===== src/rtl/img_pkg.sv =====
// -----------------------------------------------------------------------------
// img_pkg
// Shared definitions for the image frame reader and its pixel operator:
//   - point-operation mode encoding (mode_e)
//   - frame sequencer state encoding (state_e)
//   - pixel channel width and bits per pixel
//   - gray3(): floor((R+G+B)/3) of one RGB888 pixel
// -----------------------------------------------------------------------------
package img_pkg;

   localparam int PIX_W = 8;    // bits per colour channel
   localparam int BPP   = 24;   // bits per pixel, {R,G,B}

   typedef enum logic [1:0] {
      MODE_BYPASS = 2'b00,
      MODE_BRIGHT = 2'b01,
      MODE_INVERT = 2'b10,
      MODE_THRESH = 2'b11
   } mode_e;

   typedef enum logic [2:0] {
      ST_IDLE  = 3'd0,
      ST_VSYNC = 3'd1,
      ST_HGAP  = 3'd2,
      ST_DATA  = 3'd3,
      ST_DRAIN = 3'd4
   } state_e;

   // Gray level of a {R,G,B} pixel. The 10-bit sum cannot overflow (max 765)
   // and the quotient always fits back into one channel.
   function automatic logic [PIX_W-1:0] gray3(input logic [BPP-1:0] pix);
      logic [9:0] sum;
      sum = 10'(pix[23:16]) + 10'(pix[15:8]) + 10'(pix[7:0]);
      return PIX_W'(sum / 10'd3);
   endfunction

endpackage


===== src/rtl/img_pix_op.sv =====
// -----------------------------------------------------------------------------
// img_pix_op
// Combinational point operation on one RGB888 pixel.
// Ports:
//   mode_i      operation select (bypass / brightness / invert-gray / threshold)
//   value_i     brightness offset
//   sign_i      1 = add offset, 0 = subtract offset
//   threshold_i threshold level compared against the gray value
//   pix_i       input pixel {R,G,B}
//   pix_o       result pixel {R,G,B}
// -----------------------------------------------------------------------------
module img_pix_op
   import img_pkg::*;
(
   input  mode_e            mode_i,
   input  logic [PIX_W-1:0] value_i,
   input  logic             sign_i,
   input  logic [PIX_W-1:0] threshold_i,
   input  logic [BPP-1:0]   pix_i,
   output logic [BPP-1:0]   pix_o
);

   logic [PIX_W-1:0] gray;
   logic [BPP-1:0]   bright;

   assign gray = gray3(pix_i);

   // Brightness: 9-bit sum/difference per channel; the carry/borrow bit
   // selects the saturation value.
   generate
      for (genvar gi = 0; gi < 3; gi++) begin : g_ch
         logic [PIX_W-1:0] ch;
         logic [PIX_W:0]   sum;
         logic [PIX_W:0]   diff;

         assign ch   = pix_i[gi*PIX_W +: PIX_W];
         assign sum  = {1'b0, ch} + {1'b0, value_i};
         assign diff = {1'b0, ch} - {1'b0, value_i};
         assign bright[gi*PIX_W +: PIX_W] =
            sign_i ? (sum[PIX_W]  ? {PIX_W{1'b1}} : sum[PIX_W-1:0])
                   : (diff[PIX_W] ? {PIX_W{1'b0}} : diff[PIX_W-1:0]);
      end
   endgenerate

   always_comb begin
      pix_o = pix_i;
      case (mode_i)
         MODE_BYPASS: pix_o = pix_i;
         MODE_BRIGHT: pix_o = bright;
         MODE_INVERT: pix_o = {3{~gray}};   // 255 - gray
         MODE_THRESH: pix_o = (gray > threshold_i) ? {BPP{1'b1}} : {BPP{1'b0}};
         default:     pix_o = pix_i;
      endcase
   end

endmodule


===== src/rtl/image_frame_reader.sv =====
// -----------------------------------------------------------------------------
// image_frame_reader
// Reads an RGB888 frame (PPC pixels per memory word) from a synchronous frame
// memory, applies a per-frame point operation and emits a valid/ready pixel
// stream framed with VSYNC/HSYNC and end-of-line / end-of-frame markers.
//
// Ports:
//   HCLK, HRESETn        clock, asynchronous active-low reset
//   start                frame start pulse (dropped while busy)
//   mode/value/sign/threshold
//                        point-operation controls, latched on accepted start
//   mem_rd_en, mem_addr  memory read strobe and word address
//   mem_rd_data          read data, valid the cycle after mem_rd_en
//   out_valid/out_ready  output handshake
//   out_data             PPC pixels, pixel k at [24k+23:24k] = {R,G,B}
//   out_eol, out_eof     last beat of line / frame (qualified by out_valid)
//   VSYNC                high during the start-up delay
//   HSYNC                mirrors out_valid
//   busy                 sequencer active or output FIFO non-empty
//   ctrl_done            one-cycle pulse after the end-of-frame handshake
//   frame_cnt            completed frames, wraps
//
// Build option:
//   IMG_CONTINUOUS_EN    when defined, a finished frame restarts at VSYNC
//                        without a start pulse, re-latching the controls.
// -----------------------------------------------------------------------------
module image_frame_reader
   import img_pkg::*;
#(
   parameter int WIDTH          = 768,
   parameter int HEIGHT         = 512,
   parameter int PPC            = 2,
   parameter int START_UP_DELAY = 100,
   parameter int HSYNC_DELAY    = 160,
   parameter int BOTTOM_UP      = 1,
   parameter int AW             = $clog2(WIDTH*HEIGHT/PPC)
)(
   input  logic                 HCLK,
   input  logic                 HRESETn,
   input  logic                 start,
   input  logic [1:0]           mode,
   input  logic [7:0]           value,
   input  logic                 sign,
   input  logic [7:0]           threshold,
   output logic                 mem_rd_en,
   output logic [AW-1:0]        mem_addr,
   input  logic [BPP*PPC-1:0]   mem_rd_data,
   output logic                 out_valid,
   input  logic                 out_ready,
   output logic [BPP*PPC-1:0]   out_data,
   output logic                 out_eol,
   output logic                 out_eof,
   output logic                 VSYNC,
   output logic                 HSYNC,
   output logic                 busy,
   output logic                 ctrl_done,
   output logic [15:0]          frame_cnt
);

   localparam int WPL    = WIDTH / PPC;                          // words per line
   localparam int DATA_W = BPP * PPC;
   localparam int RW     = (HEIGHT > 1) ? $clog2(HEIGHT) : 1;
   localparam int CW     = (WIDTH > 1) ? $clog2(WIDTH) : 1;
   localparam int DMAX   = (START_UP_DELAY > HSYNC_DELAY) ? START_UP_DELAY : HSYNC_DELAY;
   localparam int DLY_W  = $clog2(DMAX + 1);

   // ---------------------------------------------------------------- state
   state_e             state_q;
   logic [DLY_W-1:0]   dly_q;
   logic [RW-1:0]      row_q;
   logic [CW-1:0]      col_q;
   mode_e              mode_q;
   logic [PIX_W-1:0]   value_q;
   logic               sign_q;
   logic [PIX_W-1:0]   thr_q;
   logic               rd_pend_q;     // read issued last cycle, data arrives now
   logic               pend_eol_q;
   logic               pend_eof_q;

   // FIFO entry = {eof, eol, data}
   logic [DATA_W+1:0]  fifo_q [2];
   logic               wr_ptr_q;
   logic               rd_ptr_q;
   logic [1:0]         count_q;
   logic [1:0]         count_d;
   logic               ctrl_done_q;
   logic [15:0]        frame_cnt_q;

   // ---------------------------------------------------------- read issue
   logic [1:0]         occ;
   logic               issue;
   logic               last_col;
   logic               last_row;
   logic [RW-1:0]      rowm;

   // Occupancy plus the read whose data lands this cycle; a new read is only
   // issued while this stays below the FIFO depth, so the FIFO never overflows.
   assign occ      = count_q + {1'b0, rd_pend_q};
   assign issue    = (state_q == ST_DATA) && (occ < 2'd2);
   assign last_col = (col_q == CW'(WIDTH - PPC));
   assign last_row = (row_q == RW'(HEIGHT - 1));
   assign rowm     = (BOTTOM_UP != 0) ? (RW'(HEIGHT - 1) - row_q) : row_q;

   // The strobe is decoded from registered state and FIFO credit so that the
   // credit check always sees the current occupancy.
   assign mem_rd_en = issue;
   assign mem_addr  = issue ? AW'(32'(rowm) * 32'(WPL) + 32'(col_q) / 32'(PPC))
                            : {AW{1'b0}};

   // ------------------------------------------------------------ sequencer
   always_ff @(posedge HCLK or negedge HRESETn) begin
      if (!HRESETn) begin
         state_q    <= ST_IDLE;
         dly_q      <= '0;
         row_q      <= '0;
         col_q      <= '0;
         mode_q     <= MODE_BYPASS;
         value_q    <= '0;
         sign_q     <= 1'b0;
         thr_q      <= '0;
         rd_pend_q  <= 1'b0;
         pend_eol_q <= 1'b0;
         pend_eof_q <= 1'b0;
      end else begin
         // Line/frame markers travel with the read so they land in the FIFO
         // together with the returned word.
         rd_pend_q  <= issue;
         pend_eol_q <= issue && last_col;
         pend_eof_q <= issue && last_col && last_row;

         case (state_q)
            ST_IDLE: begin
               if (start) begin
                  mode_q  <= mode_e'(mode);
                  value_q <= value;
                  sign_q  <= sign;
                  thr_q   <= threshold;
                  dly_q   <= '0;
                  state_q <= ST_VSYNC;
               end
            end

            ST_VSYNC: begin
               if (dly_q == DLY_W'(START_UP_DELAY - 1)) begin
                  dly_q   <= '0;
                  state_q <= ST_HGAP;
               end else begin
                  dly_q <= dly_q + DLY_W'(1);
               end
            end

            ST_HGAP: begin
               if (dly_q == DLY_W'(HSYNC_DELAY - 1)) begin
                  dly_q   <= '0;
                  state_q <= ST_DATA;
               end else begin
                  dly_q <= dly_q + DLY_W'(1);
               end
            end

            ST_DATA: begin
               if (issue) begin
                  if (last_col) begin
                     col_q <= '0;
                     if (last_row) begin
                        row_q   <= '0;
                        state_q <= ST_DRAIN;
                     end else begin
                        row_q   <= row_q + RW'(1);
                        state_q <= ST_HGAP;
                     end
                  end else begin
                     col_q <= col_q + CW'(PPC);
                  end
               end
            end

            ST_DRAIN: begin
               if ((count_q == 2'd0) && !rd_pend_q) begin
`ifdef IMG_CONTINUOUS_EN
                  mode_q  <= mode_e'(mode);
                  value_q <= value;
                  sign_q  <= sign;
                  thr_q   <= threshold;
                  dly_q   <= '0;
                  state_q <= ST_VSYNC;
`else
                  state_q <= ST_IDLE;
`endif
               end
            end

            default: state_q <= ST_IDLE;
         endcase
      end
   end

   // ------------------------------------------------------ point operation
   logic [DATA_W-1:0] op_data;

   generate
      for (genvar gi = 0; gi < PPC; gi++) begin : g_pix
         img_pix_op u_pix_op (
            .mode_i      (mode_q),
            .value_i     (value_q),
            .sign_i      (sign_q),
            .threshold_i (thr_q),
            .pix_i       (mem_rd_data[gi*BPP +: BPP]),
            .pix_o       (op_data[gi*BPP +: BPP])
         );
      end
   endgenerate

   // ---------------------------------------------------------- output FIFO
   logic               push;
   logic               pop;
   logic [DATA_W+1:0]  head;

   assign push = rd_pend_q;
   assign head = fifo_q[rd_ptr_q];
   assign pop  = (count_q != 2'd0) && out_ready;

   always_comb begin
      count_d = count_q;
      case ({push, pop})
         2'b10:   count_d = count_q + 2'd1;
         2'b01:   count_d = count_q - 2'd1;
         default: count_d = count_q;
      endcase
   end

   always_ff @(posedge HCLK or negedge HRESETn) begin
      if (!HRESETn) begin
         for (int i = 0; i < 2; i++) begin
            fifo_q[i] <= '0;
         end
         wr_ptr_q    <= 1'b0;
         rd_ptr_q    <= 1'b0;
         count_q     <= 2'd0;
         ctrl_done_q <= 1'b0;
         frame_cnt_q <= 16'd0;
      end else begin
         // With a full FIFO the write slot equals the head being popped, so a
         // simultaneous push/pop replaces the departing entry.
         if (push) begin
            fifo_q[wr_ptr_q] <= {pend_eof_q, pend_eol_q, op_data};
            wr_ptr_q         <= ~wr_ptr_q;
         end
         if (pop) begin
            rd_ptr_q <= ~rd_ptr_q;
         end
         count_q     <= count_d;
         ctrl_done_q <= pop && head[DATA_W+1];
         if (ctrl_done_q) begin
            frame_cnt_q <= frame_cnt_q + 16'd1;
         end
      end
   end

   // --------------------------------------------------------------- outputs
   assign out_valid = (count_q != 2'd0);
   assign out_data  = head[DATA_W-1:0];
   assign out_eol   = head[DATA_W];
   assign out_eof   = head[DATA_W+1];
   assign HSYNC     = out_valid;
   assign VSYNC     = (state_q == ST_VSYNC);
   assign busy      = (state_q != ST_IDLE) || (count_q != 2'd0);
   assign ctrl_done = ctrl_done_q;
   assign frame_cnt = frame_cnt_q;

endmodule

===== config.mk =====
export PLATFORM = sky130hd
export DESIGN_NAME = image_frame_reader
export DESIGN_NICKNAME = d
export VERILOG_FILES = /design/src/rtl/img_pkg.sv /design/src/rtl/img_pix_op.sv /design/src/rtl/image_frame_reader.sv
export SDC_FILE = /design/constraint.sdc
export NUM_CORES = 1
export LEC_CHECK = 0
export ABC_AREA = 0
export CELL_PAD_IN_SITES_DETAIL_PLACEMENT = 1
export CELL_PAD_IN_SITES_GLOBAL_PLACEMENT = 2
export CORE_MARGIN = 2
export CORE_UTILIZATION = 36
export DETAILED_ROUTE_END_ITERATION = 16
export DONT_BUFFER_PORTS = 1
export HOLD_SLACK_MARGIN = 0.06
export PLACE_DENSITY = 0.84
export SYNTH_ARGS = -nofsm -noshare
export SYNTH_HDL_FRONTEND = slang
export SYNTH_SLANG_ARGS = --single-unit

===== constraint.sdc =====
create_clock -name HCLK -period 4.4 [get_ports HCLK]
set_input_delay 0.88 -clock HCLK [delete_from_list [all_inputs] [get_ports HCLK]]
set_output_delay 0.88 -clock HCLK [all_outputs]
set_load 0.02 [all_outputs]

* After elaboration in Yosys (flattened, before gate mapping)
Index checks and enable logic that the tools add are counted.
** Operators by class
- Div/mod/pow operators :: 2
- Magnitude comparators :: 6
- $add $sub $neg :: 25
- $mul :: 1
- Reductions and logical operators :: 21
- Bitwise logic cells :: 6
- Equality and inequality tests :: 19
- Muxes and demuxes :: 44
** Operator list (count)
- two-way mux 50 bit :: 4
- case mux 24 bit (4 select lines) :: 2
- two-way mux 8 bit :: 21
- bitwise mux 100 bit :: 1
- adder 8 x 8 -> 9 bit :: 8
- subtractor 8 x 8 -> 9 bit :: 6
- demux 50 bit (select 1 bit) :: 1
- two-way mux 24 bit :: 2
- case mux 8 bit (3 select lines) :: 1
- two-way mux 3 bit :: 7
- adder 10 x 8 -> 10 bit :: 2
- divider 10 x 2 -> 10 bit, second input constant :: 2
- adder 18 x 9 -> 18 bit :: 1
- two-way mux 18 bit :: 1
- adder 16 x 1 -> 16 bit, second input constant :: 1
- greater-than comparator 8 bit :: 2
- NOT 8 bit :: 2
- case mux 3 bit (5 select lines) :: 1
- multiplier 9 x 2 -> 11 bit, second input constant :: 1
- adder 10 x 2 -> 10 bit, second input constant :: 1
- equality test 10 bit, second input constant :: 1
- two-way mux 10 bit :: 1
- inequality test 2 bit, second input constant :: 5
- adder 9 x 1 -> 9 bit, second input constant :: 1
- other kinds (31) :: 49
** Word-level totals
- Register bits :: 173
- Word-level logic and storage cells :: 142
- Output and inout port bits :: 90

* Logic depth before layout (Yosys ltp)
- Depth in word-level cells :: 7
- Mapped depth :: 46
- Depth with buffers taken out :: 42

* Cells and area by module
Synthesis repeated with hierarchy kept, for this count alone.
** Unflattened totals
- Cells, all modules :: 1830
- Area, all modules :: 16273.1 um^2
** Modules (own cells, without submodules)
- image_frame_reader :: cells an instance 681, sequential area each 4304.1 um^2, instances 1, area each 8319.2 um^2
- img_pix_op at g_pix[0].u_pix_op :: cells an instance 581, sequential area each 0.0 um^2, instances 1, area each 4042.6 um^2
- img_pix_op at g_pix[1].u_pix_op :: cells an instance 568, sequential area each 0.0 um^2, instances 1, area each 3911.3 um^2

* Worst setup path before layout
Ideal clock, no wire load.
- Path kind :: input to register
- Start point :: in mem_rd_data[32]
- End point :: reg fifo_q[38] (netlist name)
- Arrival :: 7967 ps
- Setup slack :: -3692 ps
- Setup time :: 125 ps
- Stages on the path :: 44
- Path through :: ha_1 inv_1 fa_1 nor2b_1 o31a_1 nor2_1 nor2_1 nor2_1 xnor2_1 ha_1 inv_1 o31ai_1 o21ai_1 clkbuf_1 and2_1 mux2_4 o311ai_1 o22ai_1 [8 not listed] o31ai_1 a221o_1 o211ai_2 a211oi_2 nand2b_1 ha_1 nor2b_1 o21ai_0 nand2b_1 a21oi_1 o21ai_0 o2111a_1 or2_2 clkbuf_1 a31oi_1 o21ai_0 o21a_1 mux2_2
** On the way
- Longest elaborated chain between the ends :: 7
- Elaborated cells between the ends (all ways) :: 13
- Those cells by class :: add/sub (4); div (1); order compare (1); mux (6); bitwise (1)
** Ends and longest elaborated chain
- start: declaration :: RTL line image_frame_reader.sv:47 : input logic [BPP*PPC-1:0] mem_rd_data,
- adder 8 x 8 -> 9 bit :: RTL line img_pkg.sv:33 : sum = 10'(pix[23:16]) + 10'(pix[15:8]) + 10'(pix[7:0]);
- adder 10 x 8 -> 10 bit :: RTL line img_pkg.sv:33
- divider 10 x 2 -> 10 bit :: RTL line img_pkg.sv:34 : return PIX_W'(sum / 10'd3);
- greater-than comparator 8 bit :: RTL line img_pix_op.sv:51 : MODE_THRESH: pix_o = (gray > threshold_i) ? {BPP{1'b1}} : {BPP{1'b0}};
- two-way mux 24 bit :: RTL line img_pix_op.sv:51
- case mux 24 bit (4 select lines) * :: RTL line img_pix_op.sv:47 : case (mode_i)
- bitwise mux 100 bit * :: RTL line image_frame_reader.sv:246 : fifo_q[wr_ptr_q] <= {pend_eof_q, pend_eol_q, op_data};
- end signal: indexed assignment :: RTL line image_frame_reader.sv:246
- end: declaration :: RTL line image_frame_reader.sv:81 : logic [DATA_W+1:0] fifo_q [2];
Mark *: on every way between the ends. The rest lies on a longest branch, timed or not.
A chain may end at the register's enable or synchronous reset.

* Worst setup path after layout
- Start point :: in mem_rd_data[33]
- End point :: reg fifo_q[88] (netlist name)
Same word-level chain as after synthesis.

==> impl_metrics.tcl <==
set metrics [dict create \
    synthesis.nets 2231 \
    critical_path.most_common_cell "a21oi_2" \
    final_min_period_over_clock_period 1.62 \
    holdCritPathClass "in2async" \
    finClkSkew_ns 0.0202 \
    slowest_delay_ns 0.46 \
    max_clock_freq_mhz 140 \
    initial_utilization 0.363 \
    synthToLayoutAreaGrowth_pct 23.5 \
    detail_route.iter0.violations 881 \
    mappedNetlistArea_mm2 0.0164 \
    timing.hold.ws_ns 0.109 \
    failed_checks "setup timing" \
    cts-root-to-sink-buffers 2 \
    cts.clk_slew.worst_paths_ns 0.08 \
    r2r_start "value_q[0]" \
    total_power_mw 16.6 \
    fp-row-count 78 \
    htree_num_levels 4 \
    slew_viol_final 0 \
    grt_overall_usage 0.260 \
    cts_buffers 17 \
    start_kind "primary input" \
    power_leakage_nw 9.07 \
    worstPathMaxFanout 6 \
    grt_pass1_wl_um 96100 \
    placement.cell_area_mm2 0.0190 \
    clock_sink_count 172 \
    rsz0062_at_grt "true" \
    synth_area_per_cell_um2 8.31 \
    postSynth.topFlopCell "dfrtp_1" \
    worst_setup_path_end_kind "flop" \
    setup_viol_count_final 96 \
    dieArea_mm2 0.0472 \
    global_route.usage.met1 0.320 \
    post-route-min-period_ns 7.13 \
    ys.warnings.count 0 \
    worst-slew-pin-transition_ns 1.11 \
    totalWireLength_um 61500 \
    worst-endpoint-required_ns 4.74 \
    global_route.usage.met2 0.460 \
    max-slew-margin-rel 0.261 \
    critPathArrivalTime_ns 7.47 \
    drv_cap 0 \
    synth.yosys.seq_area_share 0.263 \
    cp_slowest_cell "or3b_2" \
    post_route_cells_drive_above_1_share 0.244 \
    dp_hpwl_um 47900 \
    grt.overflow.total 0 \
    route.vias.total 15900 \
    routabilityCongestion 0.891 \
    drt-vias-per-instance 5.71 \
    synth_enable_flop_cells 0 \
    fillers 5387 \
    yosys.cell_types.count 103 \
    critical_path_buf_inv_count 3 \
    syn_inst 1971 \
    route.antenna.remaining_nets 0 \
    clock_latency_on_the_worst_skew_pair_ns 0.47 \
    synth_seq_cells 172 \
    critPathLaunch "mem_rd_data[33]" \
    nets 2441 \
    route.detailed.drc 0 \
    number_of_global_route_vias_before_repair 16900 \
    layoutNonFillerInstCount 2795 \
    top_level_pins 161 \
    hold_violations 0 \
    die_height_um 217 \
    cts_tree "done" \
    vdd_ir_drop_max_mv 0.351 \
    setup_slack_ns -2.73 \
    cp_top_delay_family "compound AO/OA/AOI/OAI gates" \
    root_buffer "clkbuf_16" \
    criticalPathCategory "in2reg" \
    place_inst 2737 \
    ys_async_sr_fraction 1.00 \
    grt_start_max_net_pins 173 \
    hold_buffers 0 \
    power-per-cell-area_mw_per_mm2 822 \
    status "finished with violations" \
    first_pass_iters 5 \
    timing.reg2reg.setup_slack_ns 0.48 \
    global_route.peak_usage_layer "met2" \
    die_width_um 217 \
    grt_antenna_before_repair 0 \
    area_of_the_core_mm2 0.0451 \
    io_buffer_count 0 \
    groute.layer.met3.usage 0.0493 \
    wire_per_inst_um 22.0 \
    final_design_area_no_fill_mm2 0.0202 \
]
## synth_stat cells, types with 16 or more instances
master	count	share of area
a21oi_1	151	0.046
nor3_1	26	0.0079
and3_1	20	0.0076
clkbuf_1	66	0.015
a21o_1	42	0.019
o21bai_1	46	0.021
a211oi_1	17	0.0078
xnor2_1	78	0.042
fa_1	18	0.022
o21a_1	16	0.0073
nand2_1	186	0.043
nand3_1	30	0.0092
nor2b_1	20	0.0076
o22ai_1	31	0.012
inv_1	112	0.026
nor2_1	207	0.047
dfrtp_1	172	0.26
ha_1	171	0.13
o21ai_0	159	0.049
a31oi_1	34	0.013
mux2_2	67	0.046
a311oi_1	17	0.0091
nand2b_1	22	0.0084
xor2_1	29	0.016
## cell usage in the layout (no fill, tap or decap), types with 19 or more instances in the layout
cell type  synthesis  final
a21o_1            42     42
a21oi_1          151    137
a31oi_1           34     33
and3_1            20     20
buf_4              1    260
dfrtp_1          172    169
ha_1             171    163
inv_1            112    108
mux2_2            67     64
nand2_1          186    180
nand2b_1          22     19
nand3_1           30     30
nor2_1           207    198
nor3_1            26     23
o21ai_0          159    102
o21ai_1            5     52
o21bai_1          46     44
o22ai_1           31     20
xnor2_1           78     76
xor2_1            29     29
## worst paths after layout
kind,endpoint,cells after the start
min reg2reg,fifo_q[39],2
max reg2reg,fifo_q[55],16
max,fifo_q[88],41
max in group asynchronous,sign_q,0
min in group HCLK,fifo_q[39],2
min,frame_cnt[15],0
## worst register-to-register path: stages (launching register included)
cell,delay (ns)
dfrtp_1,0.87
ha_1,0.32
inv_1,0.06
fa_1,0.42
o21bai_1,0.16
a21oi_1,0.13
o21bai_1,0.15
a21oi_1,0.11
nor2_1,0.09
nor2_1,0.05
nor2_1,0.26
nor2_1,0.12
buf_4,0.18
a311o_1,0.35
a21oi_1,0.17
o22a_1,0.25
mux2_2,0.18
## power breakdown
part | switching, mW | internal (mW) | total [mW] | leakage (nW)
clock | 0.784 | 0.871 | 1.65 | 0.303
sequential | 0.528 | 2.18 | 2.71 | 2.16
combinational | 7.07 | 5.20 | 12.3 | 6.61
total | 8.38 | 8.25 | 16.6 | 9.07
## kinds of logic after synthesis
kind of cell / synth area share
AOI/OAI and AO/OA: 0.263
and+or+nand+nor: 0.167
buffers and inverters: 0.0470
adders and majority gates: 0.153
DFF: 0.263
xor gates and xnor gates: 0.0572
muxes: 0.0488
## registers in the layout (all words and copies together), names as in the netlist, 3 cells and up
register,flops
fifo_q,100
frame_cnt,16
col_q,9
row_q,9
dly_q,8
thr_q,8
value_q,8
state_q,3
## final cells by class
cell class | count | area, µm² | share of cell area
Tap cell | 600 | 751 | 0.0371
Multi-Input combinational cell | 1604 | 12000 | 0.593
Antenna cell | 1 | 2.50 | 0.000124
Clock buffer | 17 | 425 | 0.0210
Sequential cell | 172 | 4310 | 0.213
Inverter | 114 | 428 | 0.0212
Timing Repair Buffer | 272 | 2110 | 0.104
Clock inverter | 15 | 200 | 0.00990
## per-layer routing
layer,vias to the layer above,routed length [µm]
met5,-,0
met3,85,3000
met4,0,1540
li1,7515,-
met2,316,30800
met1,8031,26200
## repair_timing
item | 4_1_cts | 5_1_grt
endpoints found under the setup margin | 96 | 99
pin swaps | 33 | 18
gates resized for setup | 64 | 43
setup buffers | 17 | 9
cloned | 0 | 0
## metrics by stage
| stage | util | worst slack [ns] | TNS, ns |
|---|---|---|---|
| 2_1_floorplan | - | -3.19 | -243.63 |
| 5_1_grt | 0.448 | -3.05 | -270.13 |
| 3_3_place_gp | 0.420 | -3.02 | -258.80 |
| 4_1_cts | 0.443 | -2.51 | -221.06 |
| 6_report | 0.449 | -2.73 | -227.83 |
| 3_5_place_dp | 0.420 | -3.24 | -279.42 |
No activity file was read; power rests on OpenSTA's default activity.
